## src/rtl/alu_rr_arbiter_if.sv

```systemverilog
// Client-side request/response bundle for the shared-ALU arbiter.
// master = issuing clients, slave = arbiter.
interface alu_rr_arbiter_if #(
  parameter int WIDTH = 16
);
  logic [1:0]         req_valid;
  logic [1:0]         req_ready;
  logic [2*WIDTH-1:0] req_inA;
  logic [2*WIDTH-1:0] req_inB;
  logic [1:0]         req_inC;
  logic [5:0]         req_opc;
  logic [1:0]         rsp_valid;
  logic [1:0]         rsp_ready;
  logic [WIDTH-1:0]   rsp_data;
  logic               rsp_zer;
  logic               rsp_neg;

  modport master (
    output req_valid, req_inA, req_inB,
    output req_inC, req_opc, rsp_ready,
    input  req_ready, rsp_valid,
    input  rsp_data, rsp_zer, rsp_neg
  );

  modport slave (
    input  req_valid, req_inA, req_inB,
    input  req_inC, req_opc, rsp_ready,
    output req_ready, rsp_valid,
    output rsp_data, rsp_zer, rsp_neg
  );
endinterface

```

## src/rtl/alu_rr_arbiter.sv

```systemverilog
// Two-client round-robin sequencer in front of one combinational ALU.
// One op in flight: accept -> exec -> respond.
module alu_rr_arbiter #(
  parameter int WIDTH = 16,
  parameter int CNT_W = 8
) (
  input  logic             clk,
  input  logic             rst,
  alu_rr_arbiter_if.slave  cl,
  output logic [WIDTH-1:0] alu_inA,
  output logic [WIDTH-1:0] alu_inB,
  output logic             alu_inC,
  output logic [2:0]       alu_opc,
  input  logic [WIDTH-1:0] alu_outW,
  input  logic             alu_zer,
  input  logic             alu_neg,
  output logic             busy,
  output logic [CNT_W-1:0] grant_cnt0,
  output logic [CNT_W-1:0] grant_cnt1
);

  typedef enum logic [1:0] {
    IDLE = 2'd0,
    EXEC = 2'd1,
    RESP = 2'd2
  } state_e;

  state_e           state_q;
  logic             ptr_q;
  logic             owner_q;
  logic             busy_q;
  logic [1:0]       rsp_valid_q;
  logic [WIDTH-1:0] opA_q;
  logic [WIDTH-1:0] opB_q;
  logic             opC_q;
  logic [2:0]       opc_q;
  logic [WIDTH-1:0] rsp_data_q;
  logic             rsp_zer_q;
  logic             rsp_neg_q;
  logic [CNT_W-1:0] cnt0_q;
  logic [CNT_W-1:0] cnt1_q;

  logic             win;
  logic             accept;
  logic             done;
  logic [WIDTH-1:0] opA_d;
  logic [WIDTH-1:0] opB_d;
  logic             opC_d;
  logic [2:0]       opc_d;

  // Preferred requester wins if valid, else the other one.
  assign win    = cl.req_valid[ptr_q] ? ptr_q : ~ptr_q;
  assign accept = (state_q == IDLE) & (|cl.req_valid) & ~rst;
  assign done   = (state_q == RESP) & cl.rsp_ready[owner_q];

  assign opA_d = win ? cl.req_inA[2*WIDTH-1:WIDTH]
                     : cl.req_inA[WIDTH-1:0];
  assign opB_d = win ? cl.req_inB[2*WIDTH-1:WIDTH]
                     : cl.req_inB[WIDTH-1:0];
  assign opC_d = cl.req_inC[win];
  assign opc_d = win ? cl.req_opc[5:3] : cl.req_opc[2:0];

  assign cl.req_ready = {accept & win, accept & ~win};
  assign cl.rsp_valid = rsp_valid_q;
  assign cl.rsp_data  = rsp_data_q;
  assign cl.rsp_zer   = rsp_zer_q;
  assign cl.rsp_neg   = rsp_neg_q;

  assign alu_inA    = opA_q;
  assign alu_inB    = opB_q;
  assign alu_inC    = opC_q;
  assign alu_opc    = opc_q;
  assign busy       = busy_q;
  assign grant_cnt0 = cnt0_q;
  assign grant_cnt1 = cnt1_q;

  always_ff @(posedge clk) begin
    if (rst) begin
      state_q     <= IDLE;
      ptr_q       <= 1'b0;
      owner_q     <= 1'b0;
      busy_q      <= 1'b0;
      rsp_valid_q <= 2'b00;
      opA_q       <= '0;
      opB_q       <= '0;
      opC_q       <= 1'b0;
      opc_q       <= 3'd0;
      rsp_data_q  <= '0;
      rsp_zer_q   <= 1'b0;
      rsp_neg_q   <= 1'b0;
      cnt0_q      <= '0;
      cnt1_q      <= '0;
    end else begin
      unique case (state_q)
        IDLE: begin
          if (accept) begin
            opA_q   <= opA_d;
            opB_q   <= opB_d;
            opC_q   <= opC_d;
            opc_q   <= opc_d;
            owner_q <= win;
            busy_q  <= 1'b1;
            state_q <= EXEC;
          end
        end
        EXEC: begin
          rsp_data_q  <= alu_outW;
          rsp_zer_q   <= alu_zer;
          rsp_neg_q   <= alu_neg;
          rsp_valid_q <= owner_q ? 2'b10 : 2'b01;
          state_q     <= RESP;
        end
        RESP: begin
          if (done) begin
            if (owner_q) cnt1_q <= cnt1_q + CNT_W'(1);
            else         cnt0_q <= cnt0_q + CNT_W'(1);
            ptr_q       <= ~owner_q;
            rsp_valid_q <= 2'b00;
            busy_q      <= 1'b0;
            state_q     <= IDLE;
          end
        end
        default: state_q <= IDLE;
      endcase
    end
  end

endmodule

```

## src/flat_wrapper.sv

```systemverilog
// flat-port wrapper written by rule: the top's interface ports become plain ports
module alu_rr_arbiter_flat 
#(
  parameter int WIDTH = 16,
  parameter int CNT_W = 8
)
  (clk, rst, alu_inA, alu_inB, alu_inC, alu_opc, alu_outW, alu_zer, alu_neg, busy, grant_cnt0, grant_cnt1, cl_req_valid, cl_req_inA, cl_req_inB, cl_req_inC, cl_req_opc, cl_rsp_ready, cl_req_ready, cl_rsp_valid, cl_rsp_data, cl_rsp_zer, cl_rsp_neg);
  alu_rr_arbiter_if #(.WIDTH(WIDTH)) cl_i ();
  input  logic clk;
  input  logic rst;
  output logic [WIDTH-1:0] alu_inA;
  output logic [WIDTH-1:0] alu_inB;
  output logic alu_inC;
  output logic [2:0] alu_opc;
  input  logic [WIDTH-1:0] alu_outW;
  input  logic alu_zer;
  input  logic alu_neg;
  output logic busy;
  output logic [CNT_W-1:0] grant_cnt0;
  output logic [CNT_W-1:0] grant_cnt1;
  input wire logic [$bits(cl_i.req_valid)-1:0] cl_req_valid;
  input wire logic [$bits(cl_i.req_inA)-1:0] cl_req_inA;
  input wire logic [$bits(cl_i.req_inB)-1:0] cl_req_inB;
  input wire logic [$bits(cl_i.req_inC)-1:0] cl_req_inC;
  input wire logic [$bits(cl_i.req_opc)-1:0] cl_req_opc;
  input wire logic [$bits(cl_i.rsp_ready)-1:0] cl_rsp_ready;
  output wire logic [$bits(cl_i.req_ready)-1:0] cl_req_ready;
  output wire logic [$bits(cl_i.rsp_valid)-1:0] cl_rsp_valid;
  output wire logic [$bits(cl_i.rsp_data)-1:0] cl_rsp_data;
  output wire logic [$bits(cl_i.rsp_zer)-1:0] cl_rsp_zer;
  output wire logic [$bits(cl_i.rsp_neg)-1:0] cl_rsp_neg;
  assign cl_i.req_valid = cl_req_valid;
  assign cl_i.req_inA = cl_req_inA;
  assign cl_i.req_inB = cl_req_inB;
  assign cl_i.req_inC = cl_req_inC;
  assign cl_i.req_opc = cl_req_opc;
  assign cl_i.rsp_ready = cl_rsp_ready;
  assign cl_req_ready = cl_i.req_ready;
  assign cl_rsp_valid = cl_i.rsp_valid;
  assign cl_rsp_data = cl_i.rsp_data;
  assign cl_rsp_zer = cl_i.rsp_zer;
  assign cl_rsp_neg = cl_i.rsp_neg;
  alu_rr_arbiter #(.WIDTH(WIDTH), .CNT_W(CNT_W)) u_core (.clk(clk), .rst(rst), .cl(cl_i), .alu_inA(alu_inA), .alu_inB(alu_inB), .alu_inC(alu_inC), .alu_opc(alu_opc), .alu_outW(alu_outW), .alu_zer(alu_zer), .alu_neg(alu_neg), .busy(busy), .grant_cnt0(grant_cnt0), .grant_cnt1(grant_cnt1));
endmodule
```

## config.mk

```make
export PLATFORM = sky130hd
export DESIGN_NAME = alu_rr_arbiter_flat
export DESIGN_NICKNAME = d
export VERILOG_FILES = /design/src/rtl/alu_rr_arbiter_if.sv /design/src/rtl/alu_rr_arbiter.sv /design/src/flat_wrapper.sv
export SDC_FILE = /design/constraint.sdc
export NUM_CORES = 1
export LEC_CHECK = 0
export CORE_MARGIN = 2
export CORE_UTILIZATION = 39
export CTS_CLUSTER_DIAMETER = 30
export DETAILED_ROUTE_END_ITERATION = 7
export PLACE_DENSITY = 0.85
export SLEW_MARGIN = 30
export SYNTH_ARGS = -nofsm -noshare
export SYNTH_HDL_FRONTEND = slang
export SYNTH_SLANG_ARGS = --single-unit
export TNS_END_PERCENT = 30
```

## constraint.sdc

```tcl
create_clock -name clk -period 1.7 [get_ports clk]
set_clock_uncertainty 0.15 [all_clocks]
set_input_delay 0.34 -clock clk [delete_from_list [all_inputs] [get_ports clk]]
set_output_delay 0.34 -clock clk [all_outputs]
set_load 0.02 [all_outputs]
```

# --- Word level (Yosys, flattened, before mapping) ---
# Index checks and enable logic that the tools add are counted.
classes:
  bitwise: 9
  n_addsub: 2
  order_cmp: 3
  n_eq_ne: 4
  reduce_logical: 11
  muxes: 18
op_table:
  columns: ["operator", "count"]
  rows:
  - ["16-bit two-way mux", 2]
  - ["8-bit by 1-bit adder with 8-bit output, second input constant", 2]
  - ["1-bit two-way mux", 9]
  - ["3-bit AND reduction", 3]
  - ["2-bit AND reduction", 4]
  - ["1-bit by 2-bit less-than comparator with 1-bit output, second input constant", 3]
  - ["2-bit two-way mux", 3]
  - ["2-bit case mux with 3 select lines", 1]
  - ["1-bit AND", 5]
  - ["2-bit by 1-bit != test with 1-bit output, second input constant", 2]
  - ["1-bit inverter", 4]
  - ["2-bit case mux with 2 select lines", 1]
  - ["2-bit nonzero test", 2]
  - ["3-bit two-way mux", 1]
  - ["2-bit by 1-bit == test with 1-bit output, second input constant", 1]
  - ["2-bit == test, second input constant", 1]
  - ["2-bit zero test", 1]
  - ["1-bit case mux with 2 select lines", 1]
  - ["2-bit OR reduction", 1]
word_totals:
  out_inout_bits: 75
  ff_bits: 77
  elab_cells: 61
  input_bits: 96

# --- Logic depth before layout (Yosys ltp) ---
logic_depth:
  word_depth: 5
  ltp_mapped: 6
  depth_no_buf: 4

# --- Worst setup path after synthesis ---
# Ideal clock, no wire load.
synth_path:
  kind: "input to output"
  from: "input port rst"
  to: "output port cl_req_ready[0]"
  setup_slack_ns: -0.086
  required_time_ns: 1.210
  arrival_time_ns: 1.296
  path_stages: 5
  path_buffers: 3
  path_cell_list: "buf_2 nor3_1 buf_2 clkbuf_1 and3_1"
synth_between:
  elab_chain_len: 3
synth_rtl:
  columns: ["item", "line", "source"]
  rows:
  - ["from (decl)", "flat_wrapper.sv:10", "input logic rst;"]
  - ["1-bit inverter", "alu_rr_arbiter.sv:53", "assign accept = (state_q == IDLE) & (|cl.req_valid) & ~rst;"]
  - ["1-bit AND", "alu_rr_arbiter.sv:53", null]
  - ["1-bit AND", "alu_rr_arbiter.sv:63", "assign cl.req_ready = {accept & win, accept & ~win};"]
  - ["to (decl)", "flat_wrapper.sv:27", "output wire logic [$bits(cl_i.req_ready)-1:0] cl_req_ready;"]
# Every way passes these cells.

# --- Worst setup path after layout ---
layout_path:
  from: "register u_core.state_q[0]"
  to: "output port cl_req_ready[1]"
layout_between:
  elab_chain_len: 4
layout_rtl:
  columns: ["item", "line", "source"]
  rows:
  - ["from (decl)", "alu_rr_arbiter.sv:28", "state_e state_q;"]
  - ["from (signal assigned)", "alu_rr_arbiter.sv:79", "state_q <= IDLE;"]
  - ["from (signal assigned)", "alu_rr_arbiter.sv:103", "state_q <= EXEC;"]
  - ["from (signal assigned)", "alu_rr_arbiter.sv:111", "state_q <= RESP;"]
  - ["2-bit zero test", "alu_rr_arbiter.sv:53", null]
  - ["1-bit AND (2 in series)", "alu_rr_arbiter.sv:53", null]
  - ["1-bit AND", "alu_rr_arbiter.sv:63", null]
# Every way passes these cells.

==> run_results.csv <==
group,metric,value,unit
status,outcome,"complete, but fails checks",
status,violations,"negative setup slack",
die,dieArea,8800,sq um
worst_hold_path,min_path_type,"flip-flop to flip-flop",
die,io_pins,171,
place,dp_hpwl,6850,um
yosys,netlist_instances,323,
route,via_per_inst,5.38,
timing,slew_violations,0,
route,wl_per_cell,16.6,um
final_layout,fin_cells,604,
yosys,synthMostInstantiatedCell,"dfxtp_1",
pwr,power,4300,uW
flow_run,maxCapViolCount,0,
die,core_area,7770,sq um
route,remaining_drc_errors,0,
timing,fmax,556,MHz
timing,final_hold_viol_count,0,
final_layout,n_fill_cell,638,
yosys,async_reset_ff_share,0,%
setup_path,start_kind,"flip-flop",
yosys,yosysTopAreaCell,"dfxtp_1",
route,ant_nets,0,
setup_path,endpoint_kind,"output port",
yosys,synth_ff_type,"dfxtp_1",
yosys,ys_types,32,
clock_tree,cts_sinks,77,
setup_path,path_max_fanout,4,
clock_tree,htree_levels,3,
route,routed_wl,10000,um
pwr,p_per_area,825,nW/um^2
yosys,avgSynthCellArea,9.73,sq um
setup_path,cp.arrival,1.31,ns
global_route,grt_max_degree,43,
yosys,syn_area,3140,sq um
clock_tree,cts_buffer_depth,2,
final_layout,area_delta_synth_final,65.7,%
global_route,grt_pass1_wl,15300,um
yosys,synth_edf_count,0,
final_layout,num_antenna_cells,0,
die,die_w,93.8,um
clock_tree,clk_latency,0.33,ns
yosys,synth_area_leaders,"dfxtp_1 49%, a221o_1 11%, and4_1 10%, a21oi_1 5.1%, nand2_1 4.9%",
route,vias,3250,
final_layout,seqCellArea,1540,sq um
timing,fin_crit_sh,106,%
die,die_h,93.8,um
place,post-place-cells,582,
pwr,p_leak,0.00232,uW
global_route,grt_pass1_vias,3128,
timing,worstMarginPinSlew,0.437,ns
setup_path,regToRegSetupSlack,0.02,ns
yosys,ys_seq_area_share,49.0,%
final_layout,multi_input_area,1530,sq um
final_layout,drive_gt1_share,10.8,%
place,place_congestion,0.794,
timing,setup_viol,6,
timing,grt_setup_unrepaired,"yes",
yosys,synth_fp_nets,421,
global_route,gr-usage-all-layers,22.0,%
clock_tree,cts_inserted_buffers,9,
yosys,synth_warnings,0,
setup_path,path_class,"flip-flop to output port",
clock_tree,root_buffer,"clkbuf_8",
pwr,vdd_drop_max,351,uV
clock_tree,clkTransAtPathRegs,0.08,ns
timing,layout_setup_ws,-0.0977,ns
route,first_iter_violations,154,
die,start_util,40.5,%
global_route,grt_overflow_total,0,
clock_tree,cts_tree,"yes",
yosys,ys_seq_elements,77,
global_route,antenna_found_initial,0,
die,rows,32,
yosys,synth_top_area_share,49.0,%
final_layout,nets,597,
timing,post-route-min-period,1.80,ns
setup_path,required,1.21,ns
place,port_buffers,170,
timing,max-slew-margin-rel,70.9,%
yosys,ys_top_cells_by_count,"77 x dfxtp_1, 41 x nand2_1, 36 x a221o_1, 36 x and4_1, 32 x a21oi_1",
route,firstDrtPassIters,4,
-- worst max-delay path, stage by stage (launching register included) --
cell and delay, ns:
dfxtp_2 0.34, nor3_4 0.28, and3_4 0.25, buf_6 0.11
-- timing repair --
item                                    CTS  global route
pin swaps                                 5             5
setup buffers                             5             2
endpoints found under the hold margin     0             0
endpoints found under the setup margin  116            44
hold buffers                              0             0
resized for setup                        95             5
cloned                                    1             0
-- report_power, final --
| part | switching, uW | total, uW | internal, uW |
|---|---|---|---|
| sequential | 74.5 | 2010 | 1940 |
| combinational | 469 | 961 | 492 |
| clock | 629 | 1330 | 700 |
-- flip-flops by register name, summed over array words and instances, names as in the netlist --
name,flops
u_core.alu_opc,3
u_core.busy,1
u_core.grant_cnt1,8
u_core.alu_inA,16
u_core.grant_cnt0,8
u_core.cl.rsp_neg,1
u_core.cl.rsp_data,16
u_core.alu_inB,16
u_core.cl.rsp_valid,2
u_core.ptr_q,1
u_core.state_q,2
u_core.alu_inC,1
u_core.cl.rsp_zer,1
u_core.owner_q,1
-- layout by cell type (no fill, tap or decap), types with 4 or more instances in the layout --
cell	instances
a21oi_1	32
a221o_1	36
and4_1	36
buf_4	21
clkbuf_8	10
clkdlybuf4s50_1	94
dfxtp_1	75
dlygate4sd2_1	74
inv_1	6
nand2_1	41
nand3_1	7
nor2_1	7
nor2b_1	4
o21ai_0	6
o31ai_1	4
or3_1	6
or4_1	4
-- stage by stage --
stage / TNS [ns] / hold slack, ns / cell area, sq um / util (%) / setup WS, ns
finish: -0.214 / 0.304 / 5210 / 67.1 / -0.0977
global route: -1.99 / 0.328 / 5210 / 67.1 / -0.148
CTS: -0.227 / 0.307 / 5170 / 66.6 / -0.103
detailed placement: -33.55 / 0.299 / 4960 / 63.9 / -0.764
global placement: -31.16 / 0.293 / 4960 / 63.9 / -0.726
floorplan: 0 / 0.326 / 3150 / - / 0.00478
-- cells by family (layout without fill, tap and decap cells) --
kind of cell / after synthesis / count (layout) / synth area share (%)
mux: 5 / 5 / 1.67
compound gates: 80 / 81 / 19.0
buf+inv: 35 / 213 / 5.29
fa+ha+maj: 2 / 2 / 0.796
simple gates: 122 / 122 / 23.7
xor+xnor: 2 / 2 / 0.557
flops: 77 / 77 / 49.0
-- path summary, 6_finish.rpt --
kind	cells after the start	startpoint	endpoint
min reg2reg	2	u_core.cl.rsp_data[3]$_SDFFE_PP0P_	u_core.cl.rsp_data[3]$_SDFFE_PP0P_
min	2	u_core.cl.rsp_data[3]$_SDFFE_PP0P_	u_core.cl.rsp_data[3]$_SDFFE_PP0P_
max reg2reg	4	u_core.state_q[0]$_SDFFE_PP0P_	u_core.alu_inB[2]$_SDFFE_PP0P_
max	3	u_core.state_q[0]$_SDFFE_PP0P_	cl_req_ready[1]
-- metal layers --
layer,global-route usage [%],wire length [um],vias to the layer above
li1,-,-,1574
met1,26.1,4030,1540
met2,37.7,5060,127
met3,7.30,820,9
met4,6.28,104,0
met5,0,0,-
-- area by class of cell --
cell class / count / share of cell area [%]
flip-flops and latches: 77 / 29.6
clock inverters: 4 / 0.960
inverters: 6 / 0.432
clock buffers: 10 / 2.64
repair buffers: 193 / 34.5
multi-input cells: 212 / 29.3
well taps: 102 / 2.45
Note: power is estimated with default switching activity, not from simulation.
